$ cat config.mk
export PLATFORM = sky130hd
export DESIGN_NAME = imem_loader
export DESIGN_NICKNAME = d
export VERILOG_FILES = /design/src/rtl/imem_loader.sv
export SDC_FILE = /design/constraint.sdc
export NUM_CORES = 1
export LEC_CHECK = 0
export ABC_AREA = 0
export CAP_MARGIN = 40
export CORE_MARGIN = 10
export CORE_UTILIZATION = 57
export DETAILED_ROUTE_END_ITERATION = 16
export PLACE_DENSITY = 0.85
export SLEW_MARGIN = 20
export SYNTH_ARGS = -nofsm -noshare
export SYNTH_HDL_FRONTEND = slang
export SYNTH_SLANG_ARGS = --single-unit
$ cat constraint.sdc
create_clock -name clk -period 3.2 [get_ports clk]
set_clock_uncertainty 0.1 [all_clocks]
set_input_delay 0.48 -clock clk [delete_from_list [all_inputs] [get_ports clk]]
set_output_delay 0.48 -clock clk [all_outputs]
set_load 0.02 [all_outputs]
$ cat src/rtl/imem_loader.sv
// Loads a length-prefixed byte stream into the instruction memory as 32-bit
// little-endian words, using byte enables for a trailing partial word.
module imem_loader #(
   parameter int unsigned ADDRESS_WIDTH = 32,
   parameter int unsigned DATA_WIDTH    = 32,
   parameter logic [31:0] BASE_ADDR     = 32'h0,
   parameter int unsigned MEM_BYTES     = 65536
) (
   input  logic                     clk,
   input  logic                     rst,
   input  logic                     start,
   input  logic [7:0]               rx_data,
   input  logic                     rx_valid,
   output logic                     rx_ready,
   output logic                     mem_we,
   output logic [ADDRESS_WIDTH-1:0] mem_addr,
   output logic [DATA_WIDTH-1:0]    mem_wdata,
   output logic [3:0]               mem_be,
   output logic                     busy,
   output logic                     done,
   output logic                     error,
   output logic [2:0]               dbg_state
);

   // Handshake: a byte moves on a rising edge where rx_valid && rx_ready;
   // rx_ready is a function of state alone (high only in LEN and DATA).
   typedef enum logic [2:0] {
      S_IDLE  = 3'd0,
      S_LEN   = 3'd1,
      S_DATA  = 3'd2,
      S_WRITE = 3'd3,
      S_DONE  = 3'd4
   } state_t;

   // Capacity left above the base; 33 bits so N up to 2^32-1 compares cleanly.
   localparam logic [32:0] CAPACITY = 33'(MEM_BYTES) - 33'(BASE_ADDR);

   state_t                   r_state;
   state_t                   w_next;
   logic [31:0]              r_len;
   logic [31:0]              r_cnt;
   logic [1:0]               r_lidx;
   logic [ADDRESS_WIDTH-3:0] r_widx;
   logic [DATA_WIDTH-1:0]    r_buf;
   logic [3:0]               r_be;
   logic                     r_error;

   logic                     w_take;
   logic                     w_start;
   logic [31:0]              w_len_full;
   logic                     w_len_over;
   logic [31:0]              w_cnt_inc;
   logic                     w_word_last;

   assign w_take      = rx_valid && rx_ready;
   assign w_start     = start && ((r_state == S_IDLE) || (r_state == S_DONE));
   assign w_len_full  = {rx_data, r_len[31:8]};
   assign w_len_over  = {1'b0, w_len_full} > CAPACITY;
   assign w_cnt_inc   = r_cnt + 32'd1;
   assign w_word_last = (r_cnt[1:0] == 2'd3) || (w_cnt_inc == r_len);

   always_comb begin
      w_next = r_state;
      case (r_state)
         S_IDLE:  if (w_start) w_next = S_LEN;
         S_LEN: begin
            if (w_take && (r_lidx == 2'd3)) begin
               if ((w_len_full == 32'd0) || w_len_over) w_next = S_DONE;
               else                                    w_next = S_DATA;
            end
         end
         S_DATA:  if (w_take && w_word_last) w_next = S_WRITE;
         S_WRITE: w_next = (r_cnt == r_len) ? S_DONE : S_DATA;
         S_DONE:  if (w_start) w_next = S_LEN;
         default: w_next = S_IDLE;
      endcase
   end

   // Address/data/enables are gated to zero outside WRITE so idle outputs stay quiet.
   always_comb begin
      rx_ready  = (r_state == S_LEN) || (r_state == S_DATA);
      mem_we    = 1'b0;
      mem_addr  = '0;
      mem_wdata = '0;
      mem_be    = 4'b0000;
      if (r_state == S_WRITE) begin
         mem_we    = 1'b1;
         mem_addr  = ADDRESS_WIDTH'(BASE_ADDR) + {r_widx, 2'b00};
         mem_wdata = r_buf;
         mem_be    = r_be;
      end
      busy      = (r_state == S_LEN) || (r_state == S_DATA) || (r_state == S_WRITE);
      done      = (r_state == S_DONE);
      error     = r_error;
      dbg_state = r_state;
   end

   always_ff @(posedge clk) begin
      if (rst) begin
         r_state <= S_IDLE;
         r_len   <= '0;
         r_cnt   <= '0;
         r_lidx  <= '0;
         r_widx  <= '0;
         r_buf   <= '0;
         r_be    <= '0;
         r_error <= 1'b0;
      end else begin
         r_state <= w_next;
         case (r_state)
            S_IDLE, S_DONE: begin
               if (w_start) begin
                  r_len   <= '0;
                  r_cnt   <= '0;
                  r_lidx  <= '0;
                  r_widx  <= '0;
                  r_buf   <= '0;
                  r_be    <= '0;
                  r_error <= 1'b0;
               end
            end
            S_LEN: begin
               if (w_take) begin
                  r_len  <= w_len_full;
                  r_lidx <= r_lidx + 2'd1;
                  if ((r_lidx == 2'd3) && w_len_over) r_error <= 1'b1;
               end
            end
            S_DATA: begin
               if (w_take) begin
                  r_buf[{r_cnt[1:0], 3'b000} +: 8] <= rx_data;
                  r_be[r_cnt[1:0]]                 <= 1'b1;
                  r_cnt                            <= w_cnt_inc;
               end
            end
            S_WRITE: begin
               r_widx <= r_widx + 1'b1;
               r_buf  <= '0;
               r_be   <= '0;
            end
            default: ;
         endcase
      end
   end

endmodule

# --- After elaboration in Yosys (flattened, before gate mapping) ---
# Index checks and enable logic that the tools add are counted.
op_classes:
  n_addsub: 4
  n_mul: 0
  div: 0
  order_cmp: 3
  n_eq_ne: 14
  shift: 2
  n_mux: 32
  bitwise_logic: 1
  reduce_logical: 24
op_table:
  columns: ["operator", "count"]
  rows:
  - ["$mux 32", 6]
  - ["$pmux 32 s2", 2]
  - ["$pmux 32 s3", 1]
  - ["$eq 32x32->1", 2]
  - ["$pmux 30 s2", 1]
  - ["$add 32x1->32 const B", 1]
  - ["$bwmux 32", 1]
  - ["$gt 32x17->1 const B", 1]
  - ["$logic_not 32->1", 1]
  - ["$shift 8x7->32 const A", 1]
  - ["$shiftx 8x7->32", 1]
  - ["$add 30x1->30 const B", 1]
  - ["$mux 30", 1]
  - ["$mux 3", 5]
  - ["$mux 4", 3]
  - ["$pmux 3 s4", 1]
  - ["$pmux 4 s3", 1]
  - ["$reduce_and 3->1", 4]
  - ["$ne 2x2->1 const B", 4]
  - ["$neg 5->7", 1]
  - ["$eq 3x2->1 const B", 2]
  - ["$logic_and 1x1->1", 6]
  - ["$reduce_bool 2->1", 3]
  - ["$logic_or 1x1->1", 5]
  - ["other kinds (18)", 25]
totals:
  reg_bits: 136
  latchBits: 0
  mem_bits_rw: 0
  rom_bits: 0
  inputBits: 12
  memories: 0

# --- Depth between registers and ports, before layout ---
depth:
  depth_word: 7
  depth_mapped: 11
  mapped_depth_nobuf: 9

# --- Worst setup path after synthesis ---
# OpenSTA, ideal clock, no wires.
synth_path:
  path_kind: "reg-to-reg"
  from: "reg r_cnt[1]"
  to: "reg r_state[0], in the netlist dbg_state[0]"
  setup_time_ps: 59
  t_arrival_ps: 2356
  required_time_ps: 3041
  path_slack_ps: 686
  path_stages_with_launch: 11
  n_path_buf: 1
  period_less_slack_ps: 2514
  path_cell_list: "dfxtp_1 ha_1 clkbuf_2 nand3_4 nor2_1 a31oi_1 a221o_1 a221oi_2 nand4_1 nor4_1 o211a_1"
synth_between:
  elab_chain_cells: 6
  word_cells_on_any_way: 7
synth_rtl:
  columns: ["element", "line", "rtl"]
  rows:
  - ["from (decl)", "41", "logic [31:0] r_cnt;"]
  - ["from (signal assigned)", "133", "r_cnt <= w_cnt_inc;"]
  - ["$add 32x1->32", "59", "assign w_cnt_inc = r_cnt + 32'd1;"]
  - ["$eq 32x32->1", "60", "assign w_word_last = (r_cnt[1:0] == 2'd3) || (w_cnt_inc == r_len);"]
  - ["$logic_or 1x1->1 (*)", "60", null]
  - ["$logic_and 1x1->1 (*)", "72", "S_DATA: if (w_take && w_word_last) w_next = S_WRITE;"]
  - ["$ne 2x2->1 (no line) (*)", null, null]
  - ["$reduce_and 3->1 (no line) (*)", null, null]
  - ["to (signal assigned)", "109", "r_state <= w_next;"]
  - ["to (decl)", "38", "state_t r_state;"]
# Every way passes the cells marked *; elsewhere a longest branch is shown, timed or not.
# A chain may end at the register's enable or synchronous reset.

# --- Worst setup path after layout ---
layout_path:
  from: "reg r_state[0], in the netlist dbg_state[0]"
  to: "out mem_wdata[19]"
layout_between:
  elab_chain_cells: 2
layout_rtl:
  columns: ["element", "line", "rtl"]
  rows:
  - ["$eq 3x2->1", "86", "if (r_state == S_WRITE) begin"]
  - ["$mux 32", "86", null]
  - ["to (decl)", "17", "output logic [DATA_WIDTH-1:0] mem_wdata,"]
# Every way passes these cells.

==> PnR_summary.wiki <==
{| class="wikitable"
! Metric !! Value
|-
| Final weighted congestion in routability-driven placement || 0.988
|-
| Total clock buffers created by CTS || 17
|-
| Launch point of the worst reg-to-reg path || r_cnt[11]$_SDFFE_PP0P_
|-
| Capture instance of the worst register-to-register path || dbg_state[0]$_SDFFE_PP0P_
|-
| Proportion of netlist area held by the largest area contributor || 35.2%
|-
| Number of synthesized flops with an enable pin || 0
|-
| Total wire length after detailed routing || ~23 mm
|-
| Maximum frequency from static timing analysis || 326 MHz
|-
| Startpoint of the worst setup timing path || dbg_state[0]$_SDFFE_PP0P_
|-
| Number of antenna violations at the first check in global routing || 0
|-
| Vias post-DR || 7813
|-
| Mean Syn Cell Area || 7.89 µm²
|-
| First-pass GRT wire length || between 30 and 40 mm
|-
| Arrival time of the worst setup path || approximately 2.5 ns
|-
| Placeable core area || 13200 µm²
|-
| Final Max Tran Viols || 0
|-
| WHS || 0.355 ns
|-
| Post-synthesis register bit count || about 140
|-
| Buffer type at the clock tree root || sky130_fd_sc_hd__clkbuf_16
|-
| Pwr per Cell Area || between 500 and 600 nW/µm²
|-
| Post-layout net count || around 1100
|-
| Drt first-iter violations || about 980
|-
| Via density per instance || 6.37
|-
| Total clock sinks || between 100 and 150
|-
| I/O Buffers || 85
|-
| Pin count of the biggest net entering global routing || 49
|-
| DRT Pass-1 Iters || 6
|-
| Critical path class || register to primary output
|-
| Max_slew headroom || 51.6%
|-
| Data required, critical path || ~2.6 ns
|-
| Synth Flop Type || sky130_fd_sc_hd__dfxtp_1
|-
| Sequential area share after synthesis || between 30% and 40%
|-
| Hold Path Class || register to register
|-
| Row Count || between 40 and 50
|-
| H-tree depth || 4
|-
| Horizontal die dimension || roughly 140 µm
|-
| Worst-skew pair later-pin latency || 0.42 ns
|-
| Total GRT Usage || about a quarter
|-
| Number of filler instances in the final layout || 1039
|-
| Clock-pin slew on the worst setup and hold paths || around 0.06 ns
|-
| Number of maximum-capacitance violations || 0
|-
| Yosys Warn Count || 0
|-
| Number of diodes || 0
|-
| Async S/R FF share, synth || 0%
|-
| Worst Reg2Reg Path Length in Cells || 8
|-
| Dpl hpwl || 16.1 mm
|-
| Number of unique standard cell types used by synthesis || 73
|-
| End point of the critical path || mem_wdata[19]
|-
| Util after Layout || 70.5%
|-
| Setup-failing EPs final || 0
|-
| Post-route fraction of the period consumed by the critical path || approximately 96%
|-
| Remaining routing DRC violations || 0
|-
| Number of standard cells after synthesis || slightly below 1000
|-
| Global route total overflow || 0
|-
| Number of top-level pins || slightly below 90
|-
| Minimum clock period || about 3 ns
|-
| Main area contributors after synthesis || sky130_fd_sc_hd__dfxtp_1, sky130_fd_sc_hd__nor2_1, sky130_fd_sc_hd__a22oi_1, sky130_fd_sc_hd__and3_1, sky130_fd_sc_hd__xnor2_1
|-
| Outcome || completed
|-
| Count of cells resized by post-cts repair || 0
|-
| Commonest cells after routing, fill and taps aside || sky130_fd_sc_hd__nor2_1, sky130_fd_sc_hd__dfxtp_1, sky130_fd_sc_hd__clkdlybuf4s50_1
|-
| Worst-Margin Slew || approximately 0.72 ns
|-
| Post CTS Setup Buffer Count || 0
|-
| Crit path capture type || primary output
|-
| Leakage power of the design || between 3 and 4 nW
|-
| Vias in the first global route || approximately 7300
|-
| Biggest area consumer among synthesized cells || sky130_fd_sc_hd__dfxtp_1
|-
| Post-CTS Hold Fix Bufs || 0
|-
| Die area || approximately 19000 µm²
|-
| Maximum fanout along the worst path || between 40 and 50
|-
| Internal reg-to-reg setup slack || 0.22 ns
|-
| Antenna Nets Post-Route || 0
|-
| CP startpoint kind || register
|-
| RSZ-0062 raised after global routing || no
|-
| Largest vdd supply drop || 552 µV
|-
| Ratio of cells with drive above 1 in the final layout || 10.4%
|-
| Number of endpoints with negative hold slack in the final report || 0
|-
| Die H || ~140 µm
|-
| Initial core utilization || between 50 and 60%
|-
| Most common cell after layout, fill and taps aside || sky130_fd_sc_hd__nor2_1
|-
| Buffers from clock root to sink, at most || 2
|-
| CTS tree || built
|-
| Total negative slack for setup checks || 0 ns
|-
| Post-Synthesis Cell Area || 7730 µm²
|-
| Synth-to-layout area growth || 20.9%
|-
| Wire length per cell || ~19 µm
|}
-- metal layers --
| layer | global-route usage (%) | wire, µm | up-vias |
|---|---|---|---|
| met1 | 32.3 | 9910 | 3669 |
| met3 | 7.23 | 2390 | 64 |
| li1 | - | - | 3657 |
| met4 | 8.40 | 701 | 0 |
| met5 | 0 | 0 | - |
| met2 | 39.0 | 10400 | 423 |
-- worst max-delay path, cell delays in order (launching register included) --
cell and delay [ns]:
sky130_fd_sc_hd__dfxtp_2 0.79, sky130_fd_sc_hd__buf_4 0.40, sky130_fd_sc_hd__and3_1 0.24, sky130_fd_sc_hd__clkdlybuf4s50_1 0.62
-- per-stage QoR --
| step | power (mW) | std cells | worst slack [ns] | area [µm²] |
|---|---|---|---|---|
| 2_1_floorplan | 2.70 | 980 | 0.686 | 7730 |
| 3_3_place_gp | 3.16 | 1195 | 0.329 | 8740 |
| 3_5_place_dp | 3.18 | 1195 | 0.256 | 8740 |
| 4_1_cts | 5.17 | 1227 | 0.149 | 9340 |
| 5_1_grt | 5.40 | 1227 | 0.0288 | 9340 |
| 6_report | 5.19 | 1227 | 0.129 | 9340 |
-- report_power, final --
group,switching (mW),leakage (nW),total [mW],internal [mW]
registers,0.102,1.10,1.84,1.74
logic,0.934,2.17,1.35,0.415
clock network,0.813,0.295,2.00,1.19
total,1.85,3.57,5.19,3.34
-- Yosys cell counts (7+ instances only) --
cell type                  instances
sky130_fd_sc_hd__mux2_2            7
sky130_fd_sc_hd__xor2_1           19
sky130_fd_sc_hd__nor3_1           18
sky130_fd_sc_hd__inv_1             7
sky130_fd_sc_hd__dfxtp_1         136
sky130_fd_sc_hd__or3_1            10
sky130_fd_sc_hd__nand2_1          66
sky130_fd_sc_hd__a31oi_1           7
sky130_fd_sc_hd__and3_1           75
sky130_fd_sc_hd__nor4_1           19
sky130_fd_sc_hd__and4_1            8
sky130_fd_sc_hd__clkbuf_1         58
sky130_fd_sc_hd__nand2b_1          8
sky130_fd_sc_hd__ha_1              7
sky130_fd_sc_hd__buf_2            16
sky130_fd_sc_hd__nand4_1          22
sky130_fd_sc_hd__nand3_1          42
sky130_fd_sc_hd__a21oi_1          58
sky130_fd_sc_hd__a22oi_1          66
sky130_fd_sc_hd__o21ai_0          31
sky130_fd_sc_hd__nor2_1          150
sky130_fd_sc_hd__xnor2_1          39
-- cells by family after synthesis --
logic type / after synthesis / share of synthesized area [%]
AOI/OAI and AO/OA: 208 / 17.9
xor gates and xnor gates: 58 / 6.57
adders and majority gates: 7 / 1.13
buffers and inverters: 91 / 5.10
DFF: 136 / 35.2
muxes: 11 / 1.54
other: 1 / 0.0485
and+or+nand+nor: 467 / 32.5
-- area by class of cell --
class	count	area, µm²	area share, %
multi-input cells	753	4630	49.6
flip-flops and latches	136	2720	29.2
repair buffers	123	1130	12.1
clock buffers	18	439	4.70
well taps	176	220	2.36
clock inverters	14	165	1.77
inverters	7	26.3	0.281
-- state kept, by name, summed over array words and instances (netlist names) --
signal and count:
r_len 32, error 1, r_cnt 32, r_buf 32, r_be 4, r_widx 30, r_lidx 2, dbg_state 3
-- worst min-delay path by stage --
stage                                      start                endpoint  slack (ns)  cells after the start
after global routing      r_buf[25]$_SDFFE_PP0P_  r_buf[25]$_SDFFE_PP0P_        0.37                      2
after global placement    r_buf[25]$_SDFFE_PP0P_  r_buf[25]$_SDFFE_PP0P_        0.33                      2
after CTS                 r_buf[31]$_SDFFE_PP0P_  r_buf[31]$_SDFFE_PP0P_        0.36                      2
after floorplan           r_buf[24]$_SDFFE_PP0P_  r_buf[24]$_SDFFE_PP0P_        0.33                      2
final                     r_buf[31]$_SDFFE_PP0P_  r_buf[31]$_SDFFE_PP0P_        0.36                      2
after detailed placement  r_buf[24]$_SDFFE_PP0P_  r_buf[24]$_SDFFE_PP0P_        0.35                      2
(Power assumes the default switching activity.)
